**src/rtl/cml_pkg.sv**
```systemverilog
// Shared definitions for the CameraLink-to-AXI4-Stream video bridge: FSM encodings and default widths.
// No logic and no latency of its own; it only supplies types and constants.
package cml_pkg;

    localparam int PIX_W_DEF = 24;
    localparam int CNT_W_DEF = 16;

    typedef enum logic [1:0] {
        S_WAIT_LOW = 2'd0,
        S_WAIT_SOF = 2'd1,
        S_FRAME    = 2'd2,
        S_DROP     = 2'd3
    } state_t;

endpackage

```
**src/rtl/cml_sync_fifo.sv**
```systemverilog
// Single-clock FWFT FIFO: a write shows up on o_rd_dat right after its edge (0-cycle read latency).
// Backpressure: a write while full is accepted only when a read occurs on the same edge.
module cml_sync_fifo #(
    parameter int W     = 26,
    parameter int DEPTH = 16
) (
    input  logic         clk,
    input  logic         reset_n,
    input  logic         i_wr_en,
    input  logic [W-1:0] i_wr_dat,
    input  logic         i_rd_en,
    output logic [W-1:0] o_rd_dat,
    output logic         o_full,
    output logic         o_empty
);

    localparam int AW = $clog2(DEPTH);

    logic [W-1:0]  r_mem [DEPTH];
    logic [AW-1:0] r_wr_ptr;
    logic [AW-1:0] r_rd_ptr;
    logic [AW:0]   r_count;
    logic          w_wr;
    logic          w_rd;

    assign o_full   = (r_count == (AW+1)'(DEPTH));
    assign o_empty  = (r_count == '0);
    assign w_rd     = i_rd_en & ~o_empty;
    assign w_wr     = i_wr_en & (~o_full | w_rd);
    // Gate the read word so the stream reads 0 while nothing is queued.
    assign o_rd_dat = o_empty ? '0 : r_mem[r_rd_ptr];

    always_ff @(posedge clk) begin
        if (w_wr) begin
            r_mem[r_wr_ptr] <= i_wr_dat;
        end
    end

    always_ff @(posedge clk) begin
        if (!reset_n) begin
            r_wr_ptr <= '0;
            r_rd_ptr <= '0;
            r_count  <= '0;
        end else begin
            if (w_wr) begin
                r_wr_ptr <= r_wr_ptr + 1'b1;
            end
            if (w_rd) begin
                r_rd_ptr <= r_rd_ptr + 1'b1;
            end
            case ({w_wr, w_rd})
                2'b10:   r_count <= r_count + 1'b1;
                2'b01:   r_count <= r_count - 1'b1;
                default: r_count <= r_count;
            endcase
        end
    end

endmodule

```
**src/rtl/cml_video_to_axis.sv**
```systemverilog
// CameraLink LVAL/FVAL/DVAL video to AXI4-Stream (tuser=SOF, tlast=EOL); pixel at edge t enters FIFO at t+2.
// A write into a full FIFO drops the rest of that frame and sets o_overflow; CML_DVAL_QUAL_EN makes DVAL qualify pixels.
module cml_video_to_axis
    import cml_pkg::*;
#(
    parameter int PIX_W      = PIX_W_DEF,
    parameter int FIFO_DEPTH = 16,
    parameter int CNT_W      = CNT_W_DEF
) (
    input  logic             pixel_clk,
    input  logic             reset_n,
    input  logic             i_fval,
    input  logic             i_lval,
    input  logic             i_dval,
    input  logic [PIX_W-1:0] i_pix,
    output logic [PIX_W-1:0] m_axis_tdata,
    output logic             m_axis_tvalid,
    input  logic             m_axis_tready,
    output logic             m_axis_tuser,
    output logic             m_axis_tlast,
    output logic [CNT_W-1:0] o_line_pixels,
    output logic [CNT_W-1:0] o_frame_lines,
    output logic [CNT_W-1:0] o_frame_cnt,
    output logic             o_overflow
);

`ifdef CML_DVAL_QUAL_EN
    localparam bit DVAL_QUAL = 1'b1;
`else
    localparam bit DVAL_QUAL = 1'b0;
`endif

    state_t           r_state;
    logic             r_primed;
    logic             r_fval;
    logic             r_lval;
    logic             r_dval;
    logic             r_fval_d;
    logic             r_lval_d;
    logic [PIX_W-1:0] r_pix;
    logic [PIX_W-1:0] r_hold_pix;
    logic             r_hold_vld;
    logic             r_hold_user;
    logic             r_sof_pend;
    logic [CNT_W-1:0] r_pix_cnt;
    logic [CNT_W-1:0] r_line_cnt;
    logic [CNT_W-1:0] r_line_pixels;
    logic [CNT_W-1:0] r_frame_lines;
    logic [CNT_W-1:0] r_frame_cnt;
    logic             r_overflow;

    logic             w_pix_en;
    logic             w_lval_rise;
    logic             w_lval_fall;
    logic             w_fval_rise;
    logic             w_in_frame;
    logic             w_eol;
    logic             w_wr_try;
    logic             w_blocked;
    logic             w_wr_en;
    logic             w_load;
    logic             w_rd_en;
    logic             w_full;
    logic             w_empty;
    logic [PIX_W+1:0] w_wr_dat;
    logic [PIX_W+1:0] w_rd_dat;

    function automatic logic [CNT_W-1:0] sat_inc(input logic [CNT_W-1:0] v);
        return (&v) ? v : v + 1'b1;
    endfunction

    assign w_pix_en    = r_fval & r_lval & (r_dval | ~DVAL_QUAL);
    assign w_lval_rise = r_lval & ~r_lval_d;
    assign w_lval_fall = ~r_lval & r_lval_d;
    assign w_fval_rise = r_fval & ~r_fval_d;
    // WAIT_SOF is only ever entered with fval low, so fval high there is the frame start.
    assign w_in_frame  = (r_state == S_FRAME) | ((r_state == S_WAIT_SOF) & r_fval);
    assign w_eol       = ~r_lval | ~r_fval;

    // The held pixel leaves when the next pixel arrives or when the line/frame ends.
    assign w_wr_try  = (r_state == S_FRAME) & r_hold_vld & (w_pix_en | w_eol);
    assign w_blocked = w_wr_try & w_full & ~w_rd_en;
    assign w_wr_en   = w_wr_try & ~w_blocked;
    assign w_load    = w_in_frame & w_pix_en & ~w_blocked;
    assign w_wr_dat  = {r_hold_user, w_eol, r_hold_pix};

    assign w_rd_en       = ~w_empty & m_axis_tready;
    assign m_axis_tvalid = ~w_empty;
    assign {m_axis_tuser, m_axis_tlast, m_axis_tdata} = w_rd_dat;

    assign o_line_pixels = r_line_pixels;
    assign o_frame_lines = r_frame_lines;
    assign o_frame_cnt   = r_frame_cnt;
    assign o_overflow    = r_overflow;

    cml_sync_fifo #(
        .W     (PIX_W + 2),
        .DEPTH (FIFO_DEPTH)
    ) u_fifo (
        .clk      (pixel_clk),
        .reset_n  (reset_n),
        .i_wr_en  (w_wr_en),
        .i_wr_dat (w_wr_dat),
        .i_rd_en  (w_rd_en),
        .o_rd_dat (w_rd_dat),
        .o_full   (w_full),
        .o_empty  (w_empty)
    );

    always_ff @(posedge pixel_clk) begin
        if (!reset_n) begin
            r_state       <= S_WAIT_LOW;
            r_primed      <= 1'b0;
            r_fval        <= 1'b0;
            r_lval        <= 1'b0;
            r_dval        <= 1'b0;
            r_fval_d      <= 1'b0;
            r_lval_d      <= 1'b0;
            r_pix         <= '0;
            r_hold_pix    <= '0;
            r_hold_vld    <= 1'b0;
            r_hold_user   <= 1'b0;
            r_sof_pend    <= 1'b1;
            r_pix_cnt     <= '0;
            r_line_cnt    <= '0;
            r_line_pixels <= '0;
            r_frame_lines <= '0;
            r_frame_cnt   <= '0;
            r_overflow    <= 1'b0;
        end else begin
            // r_primed keeps WAIT_LOW from trusting the reset value of r_fval.
            r_primed <= 1'b1;
            r_fval   <= i_fval;
            r_lval   <= i_lval;
            r_dval   <= i_dval;
            r_pix    <= i_pix;
            r_fval_d <= r_fval;
            r_lval_d <= r_lval;

            if (w_load) begin
                r_hold_pix  <= r_pix;
                r_hold_user <= r_sof_pend | (r_state == S_WAIT_SOF);
                r_hold_vld  <= 1'b1;
            end else if (w_wr_try) begin
                r_hold_vld  <= 1'b0;
            end

            if (w_load) begin
                r_sof_pend <= 1'b0;
            end else if (r_state != S_FRAME) begin
                r_sof_pend <= 1'b1;
            end

            if (w_lval_rise) begin
                r_pix_cnt <= {{(CNT_W-1){1'b0}}, w_pix_en};
            end else if (w_pix_en) begin
                r_pix_cnt <= sat_inc(r_pix_cnt);
            end

            if (w_fval_rise) begin
                r_line_cnt <= '0;
            end else if (w_lval_fall) begin
                r_line_cnt <= sat_inc(r_line_cnt);
            end

            if (w_blocked) begin
                r_overflow <= 1'b1;
            end

            case (r_state)
                S_WAIT_LOW: begin
                    if (r_primed && !r_fval) begin
                        r_state <= S_WAIT_SOF;
                    end
                end
                S_WAIT_SOF: begin
                    if (r_fval) begin
                        r_state <= S_FRAME;
                    end
                end
                S_FRAME: begin
                    if (w_lval_fall) begin
                        r_line_pixels <= r_pix_cnt;
                    end
                    if (!r_fval) begin
                        r_state <= S_WAIT_SOF;
                        // A line still open when fval drops (truncated or coincident) counts too.
                        r_frame_lines <= r_lval_d ? sat_inc(r_line_cnt) : r_line_cnt;
                        if (!w_blocked) begin
                            r_frame_cnt <= r_frame_cnt + 1'b1;
                        end
                    end else if (w_blocked) begin
                        r_state <= S_DROP;
                    end
                end
                S_DROP: begin
                    if (!r_fval) begin
                        r_state <= S_WAIT_SOF;
                    end
                end
                default: r_state <= S_WAIT_LOW;
            endcase
        end
    end

endmodule

```
**config.mk**
```make
export PLATFORM = sky130hd
export DESIGN_NAME = cml_video_to_axis
export DESIGN_NICKNAME = d
export VERILOG_FILES = /design/src/rtl/cml_pkg.sv /design/src/rtl/cml_sync_fifo.sv /design/src/rtl/cml_video_to_axis.sv
export SDC_FILE = /design/constraint.sdc
export NUM_CORES = 1
export LEC_CHECK = 0
export CORE_AREA = 2 2 150 263
export DETAILED_ROUTE_END_ITERATION = 8
export DIE_AREA = 0 0 152 265
export PLACE_DENSITY = 0.77
export SLEW_MARGIN = 10
export SYNTH_ARGS = -nofsm -noshare
export SYNTH_HDL_FRONTEND = slang
export SYNTH_SLANG_ARGS = --single-unit
```
**constraint.sdc**
```tcl
create_clock -name pixel_clk -period 4.5 [get_ports pixel_clk]
set_input_delay 0.9 -clock pixel_clk [delete_from_list [all_inputs] [get_ports pixel_clk]]
set_output_delay 0.9 -clock pixel_clk [all_outputs]
set_load 0.005 [all_outputs]
```
# Word-level counts from Yosys, hierarchy flattened
# Memory sizes are Yosys's and may differ from the RTL's. A register that Yosys moved wholly into a read port is not among the register bits.
# Index checks and enable logic that the tools add are counted.
# word_totals
romBits	0
mem_bits_rw	416
input_bits	30
latchBits	0
wordCells	111
regBits	152
output_inout_bits	76
mem_count	1
# mem_list
name	words	width	rd	rd_clocked_by_memory_dff	wr	line	source
u_fifo.r_mem	16	26	1	1	1	cml_sync_fifo.sv:19	logic [W-1:0] r_mem [DEPTH];
# classes
div_mod_pow	0
shift	0
muxes	22
mul	0
n_bitwise	30
eq_ne	12
n_reduce_logical	18
n_addsub	7
n_lt_le_gt_ge	0
# op_table
operator	n
$add 16x1->16 const B	3
$mux 16	2
$reduce_and 16->1	2
$mux 26	1
$and 1x1->1	15
$mux 1	10
$mux 2	5
$ne 2x2->1 const B	5
$not 1->1	10
$pmux 5 s2	1
$add 4x1->4 const B	2
$mux 4	2
$pmux 2 s4	1
$reduce_and 2->1	4
$reduce_bool 2->1	4
$eq 2x2->1 const B	3
$add 5x1->5 const B	1
$eq 5x5->1 const B	1
$logic_not 5->1	1
$or 1x1->1	5
$sub 5x1->5 const B	1
$eq 2x1->1 const B	2
$reduce_and 4->1	1
$reduce_or 2->1	2
other kinds (5)	5

# Depth between registers and ports, before layout
# Gate-level depths: netlist (run 1).
# logic_depth
ltp_word	11
mapped_depth	14
ltp_nobuf	12

# Cells and area by module
# Synthesis (run 1) repeated with hierarchy kept, for this count alone.
# unflattened
cells_unflattened	1437
hier_area_um2	22597.9
# by_module_without_submodules
module	instances	area_per_inst_um2	cells_each	seq_area_each_um2
cml_sync_fifo	1	16807.4	763	12832.3
cml_video_to_axis	1	5790.6	674	2782.7

# Worst setup path before layout (run 1)
# No wires, ideal clock.
# synth_timing
kind	in2reg
from	input port m_axis_tready
to	memory u_fifo.r_mem[0][0], enable pin
t_required_ns	4.058
arrival_time_ns	3.330
setup_time_ns	0.442
n_path_buf	0
slack_ns	0.729
path_stages	4
path_cell_list	nor2b_1 a21oi_1 nand2_1 nor3_1
# synth_between
elab_chain_len	8
elab_cells_between_ends	10
classes_between	mux: 2; bitwise: 8
# synth_lines
item	line	source
start: declaration	cml_video_to_axis.sv:18	input logic m_axis_tready,
$and 1x1->1 *	cml_video_to_axis.sv:87	assign w_rd_en = ~w_empty & m_axis_tready;
$not 1->1	cml_video_to_axis.sv:82	assign w_blocked = w_wr_try & w_full & ~w_rd_en;
$and 1x1->1	cml_video_to_axis.sv:82	
$not 1->1 (no source line)	-	
$and 1x1->1	cml_video_to_axis.sv:83	assign w_wr_en = w_wr_try & ~w_blocked;
$and 1x1->1 *	cml_sync_fifo.sv:29	assign w_wr = i_wr_en & (~o_full | w_rd);
$mux 1 *	cml_sync_fifo.sv:34	if (w_wr) begin
$mux 1 (not written as such) *	cml_sync_fifo.sv:35	r_mem[r_wr_ptr] <= i_wr_dat;
end: declaration	cml_sync_fifo.sv:19	
# Mark *: on every way between the ends. The rest lies on a longest branch, timed or not.

# Worst setup path in the final report (run 1)
# layout_timing
from	register u_fifo.r_count[1]
to	output port m_axis_tdata[10]
# layout_between
elab_chain_len	2
# layout_lines
item	line	source
start: declaration	cml_sync_fifo.sv:22	logic [AW:0] r_count;
start signal: assignment	cml_sync_fifo.sv:52	2'b10: r_count <= r_count + 1'b1;
start signal: assignment	cml_sync_fifo.sv:53	2'b01: r_count <= r_count - 1'b1;
start signal: assignment	cml_sync_fifo.sv:54	default: r_count <= r_count;
$logic_not 5->1	cml_sync_fifo.sv:27	assign o_empty = (r_count == '0);
$mux 26	cml_sync_fifo.sv:31	assign o_rd_dat = o_empty ? '0 : r_mem[r_rd_ptr];
end: declaration	cml_video_to_axis.sv:16	output logic [PIX_W-1:0] m_axis_tdata,
# Every way passes these cells.

==> Implementation_results.wiki, run 1 <==
{| class="wikitable"
! Metric !! Value
|-
| Leakage power || 8.69 nW
|-
| Synthesized flop and latch total || 572
|-
| WL final || 49,800 um
|-
| CTS tree || done
|-
| Hold bufs inserted after CTS || 0
|-
| Final period utilization || 92.4%
|-
| Number of cells on the worst hold path || 2
|-
| Antenna violations before repair || 0
|-
| Min-delay worst type || flip-flop to flip-flop
|-
| Die Height || 265 um
|-
| Number of flops mapped to enable cells by yosys || 416
|-
| Largest cells by area after synthesis || sky130_fd_sc_hd__edfxtp_1 (55%), sky130_fd_sc_hd__dfxtp_1 (14%), sky130_fd_sc_hd__mux4_2 (10%)
|-
| CTS root buffer || sky130_fd_sc_hd__clkbuf_16
|-
| Number of max-slew violations in the final report || 0
|-
| Final setup TNS || 0 ps
|-
| Final Instance Count excl. Fillers || 2,079
|-
| Routed vias/inst || 6.33
|-
| RSZ-0062 raised after global routing || no
|-
| Post-CTS setup buffer count || 0
|-
| Routed length on met2 || 27,100 um
|-
| Share of the synthesized area in the top cell type || 55.1%
|-
| Critical path startpoint category || flip-flop
|-
| Sequential-to-total area share from yosys stat || 68.9%
|-
| Clock network fraction of design power || 38.9%
|-
| Maximum clock skew at final layout || 21.7 ps
|-
| Nets in the synthesized netlist || 1,506
|-
| Number of placement rows || 95
|-
| Final global-route overflow total || 0
|-
| Number of clock sinks seen by CTS || 572
|-
| Cts bufs inserted || 49
|-
| Status || finished, final reports clean
|-
| Endpoint arrival time on the critical path || 3260 ps
|-
| Power density over cell area || 444 nW/um^2
|-
| Final WS setup || 340 ps
|-
| Wl on met1 || 18,200 um
|-
| Crit path cell chain || or4_4 > nor2_1 > or2_2 > buf_4 > o22ai_1 > clkdlybuf4s50_1
|-
| Logic gate share of total power || 11.5%
|-
| Chip Width || 152 um
|-
| Maximum clock rate || 240 MHz
|-
| Number of nets with antenna violations after detailed routing || 0
|-
| Share of layout cells above drive strength 1 || 16.2%
|-
| Post-layout util || 68.3%
|-
| Yosys cell types || 63
|-
| Library cell with the largest summed area after synthesis || sky130_fd_sc_hd__edfxtp_1
|-
| Num ports || 106
|-
| Standard cell core area || 38,200 um^2
|-
| Aggregate global-route resource usage || 24.8%
|-
| Post-CTS sizing || 0
|-
| Remaining routing DRC violations || 0
|-
| Prevailing post-synth register cell || sky130_fd_sc_hd__edfxtp_1
|-
| Insertion delay of the later-clocked pin in the worst-skew pair || 580 ps
|-
| Max incr delay on CP || 610 ps
|-
| Violation count after the first detailed-route iteration || 971
|-
| Post-synth top cells || sky130_fd_sc_hd__edfxtp_1 (416), sky130_fd_sc_hd__dfxtp_1 (156), sky130_fd_sc_hd__mux4_2 (104)
|-
| Clock slew at the register clock pins of the worst setup and hold paths || 70 ps
|-
| Number of global-route vias before repair || 13,500
|-
| Setup violation total in the final timing report || 0
|-
| Net count reported at finish || 1,600
|-
| Data required time at the worst endpoint || 3600 ps
|-
| Layout Area Growth over Synthesis || 14.9%
|-
| CP endpoint kind || output pin
|-
| Critical setup path kind || flip-flop to output pin
|-
| P_int || 8.93 mW
|-
| Placed inst area || 24,300 um^2
|-
| Fill cell count || 2,483
|-
| Fin. Hold Viols || 0
|-
| Tightest slew margin relative to the limit || 17.1%
|-
| Worst Max-Slew Pin Slew || 1230 ps
|-
| VDD IR-drop max || 0.459 mV
|-
| Warnings, synthesis || 0
|-
| Gate Count Post-Synth || 1,459
|-
| Starting Density || 59.4%
|-
| I/O Buffers || 104
|-
| Uppermost layer routed || met4
|-
| Maximum number of pins on one net before global-route repair || 60
|-
| Proportion of synthesized flip-flops having asynchronous set or reset || 0%
|-
| Worst reg-to-reg path cell count || 10
|-
| Worst setup slack after placement || 663 ps
|-
| Sequential share of power || 49.7%
|-
| Net switching power || 2.62 mW
|-
| Number of antenna repair diodes || 0
|-
| Post-layout minimum cycle time || 4160 ps
|-
| Routed wire per std cell || 24.0 um
|-
| CP Max Fanout || 20
|-
| Master of the slowest instance on the critical path || sky130_fd_sc_hd__or2_2
|-
| Final design area excluding fillers || 26,000 um^2
|-
| Number of H-tree levels || 2
|-
| Routed met3 length || 2870 um
|-
| Number of placed instances with taps included || 1,987
|-
| Synthesized cell area || 22,700 um^2
|-
| Global-route wire length before repair || 76,700 um
|-
| Total die area || 40,300 um^2
|-
| Routability congestion estimate || 0.888
|-
| Most common cell in the synthesized netlist || sky130_fd_sc_hd__edfxtp_1
|-
| Number of vias after detailed routing || 13,200
|-
| Syn avg cell area || 15.5 um^2
|-
| Router iterations before antenna repair || 8
|-
| Switching share of total power || 22.7%
|-
| Dpl hpwl || 28,700 um
|-
| Buffer levels on the longest clock path || 3
|-
| Max-capacitance violation count || 0
|}
[state kept, by name, indices dropped and copies added, names as in the netlist, 16 cells and up, named ones only]
register       flops
o_frame_lines     16
r_pix             24
o_line_pixels     16
r_pix_cnt         16
r_hold_pix        24
o_frame_cnt       16
u_fifo.r_mem     416
r_line_cnt        16
[power by group through the flow]
| stage | clock [mW] | sequential [mW] | combinational, mW |
|---|---|---|---|
| 5_1_grt | 4.75 | 5.75 | 1.43 |
| 3_3_place_gp | 0 | 5.85 | 1.31 |
| 3_5_place_dp | 0 | 5.86 | 1.33 |
| 6_report | 4.49 | 5.74 | 1.33 |
| 4_1_cts | 4.57 | 5.74 | 1.35 |
| 2_1_floorplan | 0 | 5.78 | 0.999 |
[routing by layer]
layer  vias up  GRT usage (%)
met5         -              0
met4         0           9.17
met3       103           3.27
met2       510           45.8
met1      6630           29.5
li1       5927              -
[layout make-up]
class                   instances  area (um^2)  area share, %
well taps                     485          607           2.33
flip-flops and latches        572        15600           60.0
clock inverters                27          347           1.33
clock buffers                  65         1380           5.30
inverters                      23         86.3          0.331
multi-input cells             768         6620           25.4
repair buffers                139         1380           5.28
[cells in the final DEF (no fill, tap or decap), types with 13 or more instances in the layout]
master                            Yosys  routed
sky130_fd_sc_hd__edfxtp_1           416     416
sky130_fd_sc_hd__dfxtp_1            156     153
sky130_fd_sc_hd__mux4_2             104     104
sky130_fd_sc_hd__clkdlybuf4s50_1      0     103
sky130_fd_sc_hd__nand2_1             88      88
sky130_fd_sc_hd__mux2i_1             63      63
sky130_fd_sc_hd__a21oi_1             56      56
sky130_fd_sc_hd__nand3_1             55      55
sky130_fd_sc_hd__clkbuf_16            0      52
sky130_fd_sc_hd__o21ai_0             47      47
sky130_fd_sc_hd__nor2_1              51      39
sky130_fd_sc_hd__and2_1              30      30
sky130_fd_sc_hd__buf_4                0      30
sky130_fd_sc_hd__o22ai_1             28      28
sky130_fd_sc_hd__o31ai_1             28      28
sky130_fd_sc_hd__or4_1               28      28
sky130_fd_sc_hd__inv_1               23      22
sky130_fd_sc_hd__ha_1                17      17
sky130_fd_sc_hd__nor3_1              18      14
sky130_fd_sc_hd__nand4_1             13      13
[critical path, delay by kind of cell (launching register included)]
family,cells,cell delay [ps]
flip-flops,1,400
buffers and inverters,2,770
AND/OR/NAND/NOR,3,1390
AO/OA/AOI/OAI,1,110
[path summary, 6_finish.rpt]
kind                            end  slack, ps               from
setup reg to reg  u_fifo.r_count[4]       1200         r_state[0]
hold reg to reg      r_hold_pix[18]        450          r_pix[18]
hold / removal       r_hold_pix[18]        450          r_pix[18]
setup / recovery   m_axis_tdata[10]        340  u_fifo.r_count[1]
[stage by stage]
stage / total power [mW] / hold WS (ps)
after global placement: 7.16 / 430
after CTS: 11.7 / 455
after global routing: 11.9 / 478
after floorplan: 6.78 / 421
final: 11.6 / 452
after detailed placement: 7.19 / 437
[logic make-up after synthesis]
| family | Yosys count | share of synthesized area [%] |
|---|---|---|
| multiplexers | 167 | 13.1 |
| buffers and inverters | 119 | 2.27 |
| flip-flops | 572 | 68.9 |
| XOR/XNOR | 11 | 0.425 |
| AO/OA/AOI/OAI | 228 | 6.44 |
| AND/OR/NAND/NOR | 345 | 7.96 |
| adder cells (fa/ha/maj) | 17 | 0.938 |
Note: power is estimated with default switching activity, not from simulation.
==> run 2, diff against run 1 <==
SLEW_MARGIN = 0   (was 10)
==> results of run 2 <==
The final DEF is identical to that of run 1; final timing and power are the same.
